[config.mk]
export PLATFORM = sky130hd
export DESIGN_NAME = bin_to_bcd_seq
export DESIGN_NICKNAME = d
export VERILOG_FILES = /design/src/rtl/bin_to_bcd_seq.sv
export SDC_FILE = /design/constraint.sdc
export NUM_CORES = 1
export LEC_CHECK = 0
export ABC_CLOCK_PERIOD_IN_PS = 1700
export CORE_UTILIZATION = 53
export CTS_CLUSTER_SIZE = 14
export DETAILED_ROUTE_END_ITERATION = 7
export PLACE_DENSITY = 0.78
export SLEW_MARGIN = 25
export SYNTH_ARGS = -nofsm -noshare
export SYNTH_HDL_FRONTEND = slang
export SYNTH_SLANG_ARGS = --single-unit
export TNS_END_PERCENT = 5
[constraint.sdc]
create_clock -name clk -period 1.7 [get_ports clk]
set_input_delay 0.17 -clock clk [delete_from_list [all_inputs] [get_ports clk]]
set_output_delay 0.17 -clock clk [all_outputs]
set_load 0.01 [all_outputs]
[src/rtl/bin_to_bcd_seq.sv]
`default_nettype none
// ============================================================================
// Module   : bin_to_bcd_seq
// Brief    : Sequential shift-add-3 binary-to-BCD converter, one bit per clock.
// Revision : 1.0
// ============================================================================
module bin_to_bcd_seq #(
    parameter int WIDTH  = 8,
    parameter int DIGITS = 3,
    parameter int SIGNED = 0
) (
    input  logic                  clk,
    input  logic                  reset,
    input  logic                  start,
    input  logic [WIDTH-1:0]      binIn,
    output logic                  busy,
    output logic                  done,
    output logic [4*DIGITS-1:0]   bcdOut,
    output logic                  neg,
    output logic                  overflow
);

    localparam int CW = $clog2(WIDTH + 1);
    localparam int SW = 4 * DIGITS;

    typedef enum logic [0:0] {
        IDLE  = 1'b0,
        SHIFT = 1'b1
    } state_t;

    state_t          r_state;
    state_t          w_state_next;

    logic [WIDTH-1:0] r_mag;
    logic [SW-1:0]    r_scratch;
    logic [CW-1:0]    r_count;
    logic             r_sign;
    logic             r_ovf;

    logic [SW-1:0]    w_adj;
    logic [SW-1:0]    w_scratch_next;
    logic [WIDTH-1:0] w_mag_next;
    logic             w_ovf_bit;
    logic             w_ovf_next;
    logic             w_last;
    logic             w_accept;
    logic             w_neg_in;
    logic [WIDTH-1:0] w_abs;

    // Every nibble is corrected from its pre-add value, all in parallel.
    generate
        for (genvar d = 0; d < DIGITS; d++) begin : g_adj
            assign w_adj[4*d +: 4] = (r_scratch[4*d +: 4] >= 4'd5)
                                   ? r_scratch[4*d +: 4] + 4'd3
                                   : r_scratch[4*d +: 4];
        end
    endgenerate

    // The bit pushed out of the top nibble means a dropped upper digit.
    assign {w_ovf_bit, w_scratch_next, w_mag_next} = {w_adj, r_mag, 1'b0};
    assign w_ovf_next = r_ovf | w_ovf_bit;

    assign w_last   = (r_count == CW'(1));
    assign w_accept = (r_state == IDLE) && start;
    assign w_neg_in = (SIGNED != 0) && binIn[WIDTH-1];
    assign w_abs    = w_neg_in ? -binIn : binIn;
    assign busy     = (r_state == SHIFT);

    always_ff @(posedge clk) begin
        if (reset) begin
            r_state <= IDLE;
        end else begin
            r_state <= w_state_next;
        end
    end

    always_comb begin
        w_state_next = r_state;
        case (r_state)
            IDLE:    if (start)  w_state_next = SHIFT;
            SHIFT:   if (w_last) w_state_next = IDLE;
            default: w_state_next = IDLE;
        endcase
    end

    always_ff @(posedge clk) begin
        if (reset) begin
            r_mag     <= '0;
            r_scratch <= '0;
            r_count   <= '0;
            r_sign    <= 1'b0;
            r_ovf     <= 1'b0;
            bcdOut    <= '0;
            neg       <= 1'b0;
            overflow  <= 1'b0;
            done      <= 1'b0;
        end else begin
            done <= 1'b0;
            if (w_accept) begin
                r_mag     <= w_abs;
                r_sign    <= w_neg_in;
                r_scratch <= '0;
                r_ovf     <= 1'b0;
                r_count   <= CW'(WIDTH);
            end else if (r_state == SHIFT) begin
                r_mag     <= w_mag_next;
                r_scratch <= w_scratch_next;
                r_ovf     <= w_ovf_next;
                r_count   <= r_count - CW'(1);
                if (w_last) begin
                    bcdOut   <= w_scratch_next;
                    neg      <= r_sign;
                    overflow <= w_ovf_next;
                    done     <= 1'b1;
                end
            end
        end
    end

endmodule
`default_nettype wire

==> results of run 1 <==
==> placed cells by master (no fill, tap or decap), drive strengths merged <==
cell,n
nand2,16
nor4b,1
a21o,1
clkdlybuf4s50,25
a211oi,6
a21oi,16
ha,8
clkbuf,6
dfxtp,40
nor2,31
clkinv,1
mux2,3
conb,1
nor3b,3
buf,10
xor2,1
nand2b,11
nor3,4
nand3,3
xnor2,5
o22ai,13
o21ai,6
mux2i,10
a311oi,4
inv,11
==> worst max path at each step <==
stage                    endpoint  slack, ns  cells past startpoint
floorplan            r_scratch[6]       0.25                      6
global placement       bcdOut[10]       0.20                      6
detailed placement  r_scratch[10]       0.06                      6
CTS                          busy      0.002                      2
global route                 busy     -0.006                      2
finish                       busy       0.06                      2
==> power breakdown <==
group	internal [W]	switching, W
Combinational	0.000123	0.000124
Sequential	0.000969	0.0000265
Clock	0.000152	0.000287
==> stage by stage <==
step	power [W]	setup TNS [ns]	area [um2]	utilization, %	hold slack (ns)
after floorplan	0.00117	0	1820	-	0.365
after global placement	0.00124	0	2160	68.4	0.467
after detailed placement	0.00125	0	2160	68.4	0.478
after CTS	0.00170	0	2210	70.2	0.426
after global routing	0.00178	-0.00586	2230	70.8	0.485
final	0.00168	0	2230	70.8	0.440
==> critical path, delay by kind of cell (launching register included) <==
kind,cells,cell delay [ns]
flip-flops,1,0.37
buffers and inverters,2,0.76
==> state kept, by name, indices dropped and copies added, names as in the netlist <==
signal,count
bcdOut,12
busy,1
done,1
overflow,1
r_count,4
r_mag,8
r_ovf,1
r_scratch,12
==> kinds of logic after synthesis <==
| kind of cell | count (synthesis) | synth area share, % |
|---|---|---|
| mux | 13 | 7.35 |
| compound gates | 46 | 16.7 |
| buf+inv | 23 | 5.49 |
| fa+ha+maj | 8 | 5.49 |
| xor+xnor | 6 | 2.88 |
| flops | 40 | 44.0 |
| other cells | 1 | 0.206 |
| simple gates | 69 | 17.9 |
==> layer usage <==
metal,up-vias,global-route usage [%]
li1,759,-
met1,707,28.6
met4,0,8.77
met2,56,42.7
met5,-,0
met3,10,6.18
==> area by class of cell <==
cell class              instances  area, um2  share of cell area, %
multi-input cells             143        937                   42.0
flip-flops and latches         40        802                   35.9
repair buffers                 35        350                   15.7
well taps                      44       55.1                   2.47
clock buffers                   6       41.3                   1.85
inverters                      11       41.3                   1.85
clock inverters                 1       5.00                  0.224
==> results.sh, run 1 <==
export IMPL_crit_path_top_delay_cell="clkdlybuf4s50_1"
export IMPL_power_density_nw_per_um2=753
export IMPL_cts_root_buf="clkbuf_4"
export IMPL_route_layer_met1_wl_um=1550
export IMPL_synth_area_um2=1820
export IMPL_postCtsSetupRepairBufs=0
export IMPL_critPathRequiredTime_ns=1.53
export IMPL_gr_usage_all_layers_pct=24.3
export IMPL_r2r_cells=6
export IMPL_viasPerCell=5.47
export IMPL_vias=1532
export IMPL_cts_buffer_depth=2
export IMPL_place_inst=273
export IMPL_seq_area_frac_synth_pct=44.0
export IMPL_grt_max_degree=36
export IMPL_ios=27
export IMPL_skew_ns=0.0115
export IMPL_outcome="completed"
export IMPL_synth_ff_type="dfxtp_1"
export IMPL_drt_first_pass_iters=4
export IMPL_antenna_found_initial=0
export IMPL_ctsResizeCount=3
export IMPL_nFillCells=258
export IMPL_start_util_pct=57.8
export IMPL_synth_cell_types=26
export IMPL_nets=255
export IMPL_routedWlPerCell_um=13.6
export IMPL_min_period_ns=1.64
export IMPL_finalSetupViolCount=0
export IMPL_synth_area_leaders="dfxtp_1 44%, nor2_1 6.4%, ha_1 5.5%, mux2i_1 5.5%, o22ai_1 4.5%"
export IMPL_dpl_hpwl_um=2760
export IMPL_r2r_slack_ns=0.08
export IMPL_wl_met2_um=1980
export IMPL_clk_latency_ns=0.35
export IMPL_area_growth_pct=22.5
export IMPL_grt_pass1_vias=1534
export IMPL_cts_tree="yes"
export IMPL_final_antenna_net_count=0
export IMPL_path_class="flop to primary output"
export IMPL_syn_avg_cell_area_um2=8.84
export IMPL_die_h_um=60.6
export IMPL_min_to="r_mag[0]"
export IMPL_critPathMaxStageDelay_ns=0.56
export IMPL_hp_start="binIn[0]"
export IMPL_synth_seq_cells=40
export IMPL_synthCells=206
export IMPL_drv_cap=0
export IMPL_yosysTopAreaCell="dfxtp_1"
export IMPL_num_antenna_cells=0
export IMPL_cp_arrival_ns=1.47
export IMPL_top_layer_used="met4"
export IMPL_async_flop_share_pct=0
export IMPL_clk_pin_slew_worst_paths_ns=0.10
export IMPL_synth_most_common_cell="dfxtp_1"
export IMPL_overflow=0
export IMPL_port_buffers=25
export IMPL_drive_gt1_share_pct=13.1
export IMPL_dieArea_um2=3680
export IMPL_place_gp_congestion=0.765
export IMPL_p_leak_nw=0.802
export IMPL_path_cells="buf_12 > clkdlybuf4s50_1"
export IMPL_timing_final_crit_share_pct=96.7
export IMPL_stdcell_count=280
export IMPL_first_iter_violations=105
export IMPL_timing_rr_end="r_scratch[10]"
export IMPL_synth_warnings=0
export IMPL_die_x_um=60.6
export IMPL_synth_net_count=225
export IMPL_htreeDepth=2
export IMPL_cts_made_buffers=5
export IMPL_grt_first_pass_wirelength_um=6620
export IMPL_crit_path_end_kind="primary output"
export IMPL_fmax_mhz=608
export IMPL_synth_edff_count=0
export IMPL_synth_top_cells_by_count="40 x dfxtp_1, 31 x nor2_1, 16 x a21oi_1, 16 x nand2_1, 13 x o22ai_1"
export IMPL_yosysTopAreaCellShare_pct=44.0
export IMPL_start_kind="flop"
export IMPL_r2r_start="r_scratch[9]"
export IMPL_ir_drop_v=0.000425
export IMPL_postCtsHoldBufs=0
export IMPL_core_area_um2=3150
export IMPL_hold_class="input port to flop"
export IMPL_hold_depth=3
export IMPL_drt_total_wl_um=3820
export IMPL_drc=0
export IMPL_maxSlewViolCount=0
export IMPL_hold_viol_final=0
export IMPL_dp_slack_ns=0.0631
export IMPL_setup_slack_ns=0.0562
export IMPL_num_rows=20
export IMPL_met3_length_um=234
export IMPL_clock_sinks=40
export IMPL_crit_start="busy"
export IMPL_worstPathMaxFanout=35
Power figures use the tool's default switching activity.
==> run 2: changes to the inputs <==
--- a/config.mk
+++ b/config.mk
@@ -10,7 +10,7 @@
 export CTS_CLUSTER_SIZE = 14
 export DETAILED_ROUTE_END_ITERATION = 7
 export PLACE_DENSITY = 0.78
-export SLEW_MARGIN = 25
+export SLEW_MARGIN = 20
 export SYNTH_ARGS = -nofsm -noshare
 export SYNTH_HDL_FRONTEND = slang
 export SYNTH_SLANG_ARGS = --single-unit
==> results of run 2 <==
Same layout as run 1: the final DEF is identical, and so are final timing and power.
==> variant, RTL diff (flow settings as in run 1) <==
Reset style: asynchronous (`reset`), changed in 2 clocked blocks.
--- a/src/rtl/bin_to_bcd_seq.sv
+++ b/src/rtl/bin_to_bcd_seq.sv
@@ -68,3 +68,3 @@
 
-    always_ff @(posedge clk) begin
+    always_ff @(posedge clk or posedge reset) begin
         if (reset) begin
@@ -85,3 +85,3 @@
 
-    always_ff @(posedge clk) begin
+    always_ff @(posedge clk or posedge reset) begin
         if (reset) begin
Check against the original RTL: differs if reset is asserted again (counterexample within 4 cycles, from zero or initial values and one cycle with reset high); with reset held inactive, the same outputs for 10 cycles.
==> variant against run 1 <==
- first-iteration DRC count decreased by 43%
- synthesized cell count is 8.3% lower
- global-route usage down 2.0 points
- routed wire length down 1.2%
- synthesized area grew 3.2%
- setup slack lost 0.022 ns
- sequential share of layout area up 8.3 points
- critical path depth grew 4
- sequential cell count unchanged
- register-to-register slack got worse by 0.05 ns
- via count is 9.0% lower
- cell area grew 1.4%
Power is not compared: it rests on default switching activity, and its combinational part moved more than twofold at a synthesized area within 25%.
==> variant: results (changes against run 1) <==
GRT Overall Usage = 0.223 (was 0.243)
number of antenna violations at the first check in global routing = 0 (unchanged)
Critical Path AT = 1.92 ns (was 1.47 ns)
cell chosen for the clock root = sky130_fd_sc_hd__clkbuf_4 (unchanged)
worst-path fanout max = 5 (was 35)
placed instance area = 0.00220 mm2 (was 0.00216 mm2)
via count of the first global-routing pass = 1339 (was 1534)
sequential element share of the synthesized area = 0.532 (was 0.440)
detailed placement HPWL = 2700 um (was 2760 um)
RePlAce Congestion = 0.827 (was 0.765)
pin count of the biggest net entering global routing = 41 (was 36)
number of nets at the end of the flow = 240 (was 255)
Post-synth ARST share = 1.00 (was 0)
count of different cell masters after synthesis = 29 (was 26)
wire length of the first global-routing pass = 6020 um (was 6620 um)
kind of cell adding the most delay to the critical path = flip-flops (was buffers and inverters)
depth of the CTS H-tree = 2 (unchanged)
cell types occupying the most area after synthesis = sky130_fd_sc_hd__dfrtp_1 53%, sky130_fd_sc_hd__o21ai_0 8.3%, sky130_fd_sc_hd__nand2_1 6.6%, sky130_fd_sc_hd__ha_1 5.3%, sky130_fd_sc_hd__mux2i_1 4.3% (was sky130_fd_sc_hd__dfxtp_1 44%, sky130_fd_sc_hd__nor2_1 6.4%, sky130_fd_sc_hd__ha_1 5.5%, sky130_fd_sc_hd__mux2i_1 5.5%, sky130_fd_sc_hd__o22ai_1 4.5%)
clock tree skew after final layout = 0.0117 ns (was 0.0115 ns)
Mapped Nets = 208 (was 225)
worst hold-check path type = in2async (was in2reg)
total wirelength of the detailed-routed design = 3780 um (was 3820 um)
total number of vias = 1394 (was 1532)
count of instances resized after the clock tree is built = 2 (was 3)
highest cell delay on the worst timing path = 0.46 ns (was 0.56 ns)
top cells by instance count after synthesis = 40 x sky130_fd_sc_hd__dfrtp_1, 33 x sky130_fd_sc_hd__nand2_1, 31 x sky130_fd_sc_hd__o21ai_0 (was 40 x sky130_fd_sc_hd__dfxtp_1, 31 x sky130_fd_sc_hd__nor2_1, 16 x sky130_fd_sc_hd__a21oi_1, 16 x sky130_fd_sc_hd__nand2_1, 13 x sky130_fd_sc_hd__o22ai_1)
share of layout cells above drive strength 1 = 0.136 (was 0.131)
1st-iter DRT viols = 60 (was 105)
cell with the largest stage delay on the worst path = sky130_fd_sc_hd__dfrtp_1 (was sky130_fd_sc_hd__clkdlybuf4s50_1)
result of the run = finished, final reports clean (unchanged)
clock-pin slew on the worst setup and hold paths = 0.12 ns (was 0.10 ns)
number of setup buffers added after CTS = 0 (unchanged)
-- variant: routing by layer --
| layer | vias to the layer above | global-route usage | part of all wire |
|---|---|---|---|
| met5 | - | 0 | 0 |
| met4 | 0 | 0.111 | 0.026 |
| met3 | 11 | 0.0504 | 0.026 |
| met2 | 29 | 0.359 | 0.49 |
| met1 | 659 | 0.282 | 0.46 |
| li1 | 695 | - | - |
-- variant: power by group --
group	internal [mW]	switching (mW)
registers	1.36	0.357
clock network	0.153	0.304
logic	0.958	0.965
-- variant: worst paths after layout --
kind                               from             to  slack (ns)  cells after the start
setup / recovery           r_scratch[8]  r_scratch[10]        0.03                      6
hold / removal                    reset   r_scratch[0]        0.23                      3
setup reg to reg           r_scratch[8]  r_scratch[10]        0.03                      6
hold reg to reg               bcdOut[3]      bcdOut[3]        0.50                      2
max in group asynchronous         reset           busy        1.10                      3
min in group clk               binIn[0]       r_mag[0]        0.44                      3
-- variant: cell families after synthesis --
logic type / count (synthesis) / synth area share
compound gates: 48 / 0.142
flops: 40 / 0.532
xor+xnor: 3 / 0.0140
other cells: 1 / 0.00199
buf+inv: 21 / 0.0486
mux: 13 / 0.0745
fa+ha+maj: 8 / 0.0532
simple gates: 55 / 0.134
-- variant: stage by stage --
stage,setup TNS (ns),setup slack [ns],cells
after floorplan,0,0.215,189
after global placement,0,0.143,259
after detailed placement,0,0.0273,259
after CTS,0,0.0103,266
after global routing,-0.107,-0.0651,267
final,0,0.0337,267
-- variant: area by class of cell --
type / count / area [um2]
Clock buffer: 6 / 41.3
Timing Repair Buffer: 33 / 310
Sequential cell: 40 / 1000
Fill cell: 274 / 1100
Inverter: 13 / 48.8
Clock inverter: 1 / 5.00
Tap cell: 46 / 57.6
Multi-Input combinational cell: 128 / 798
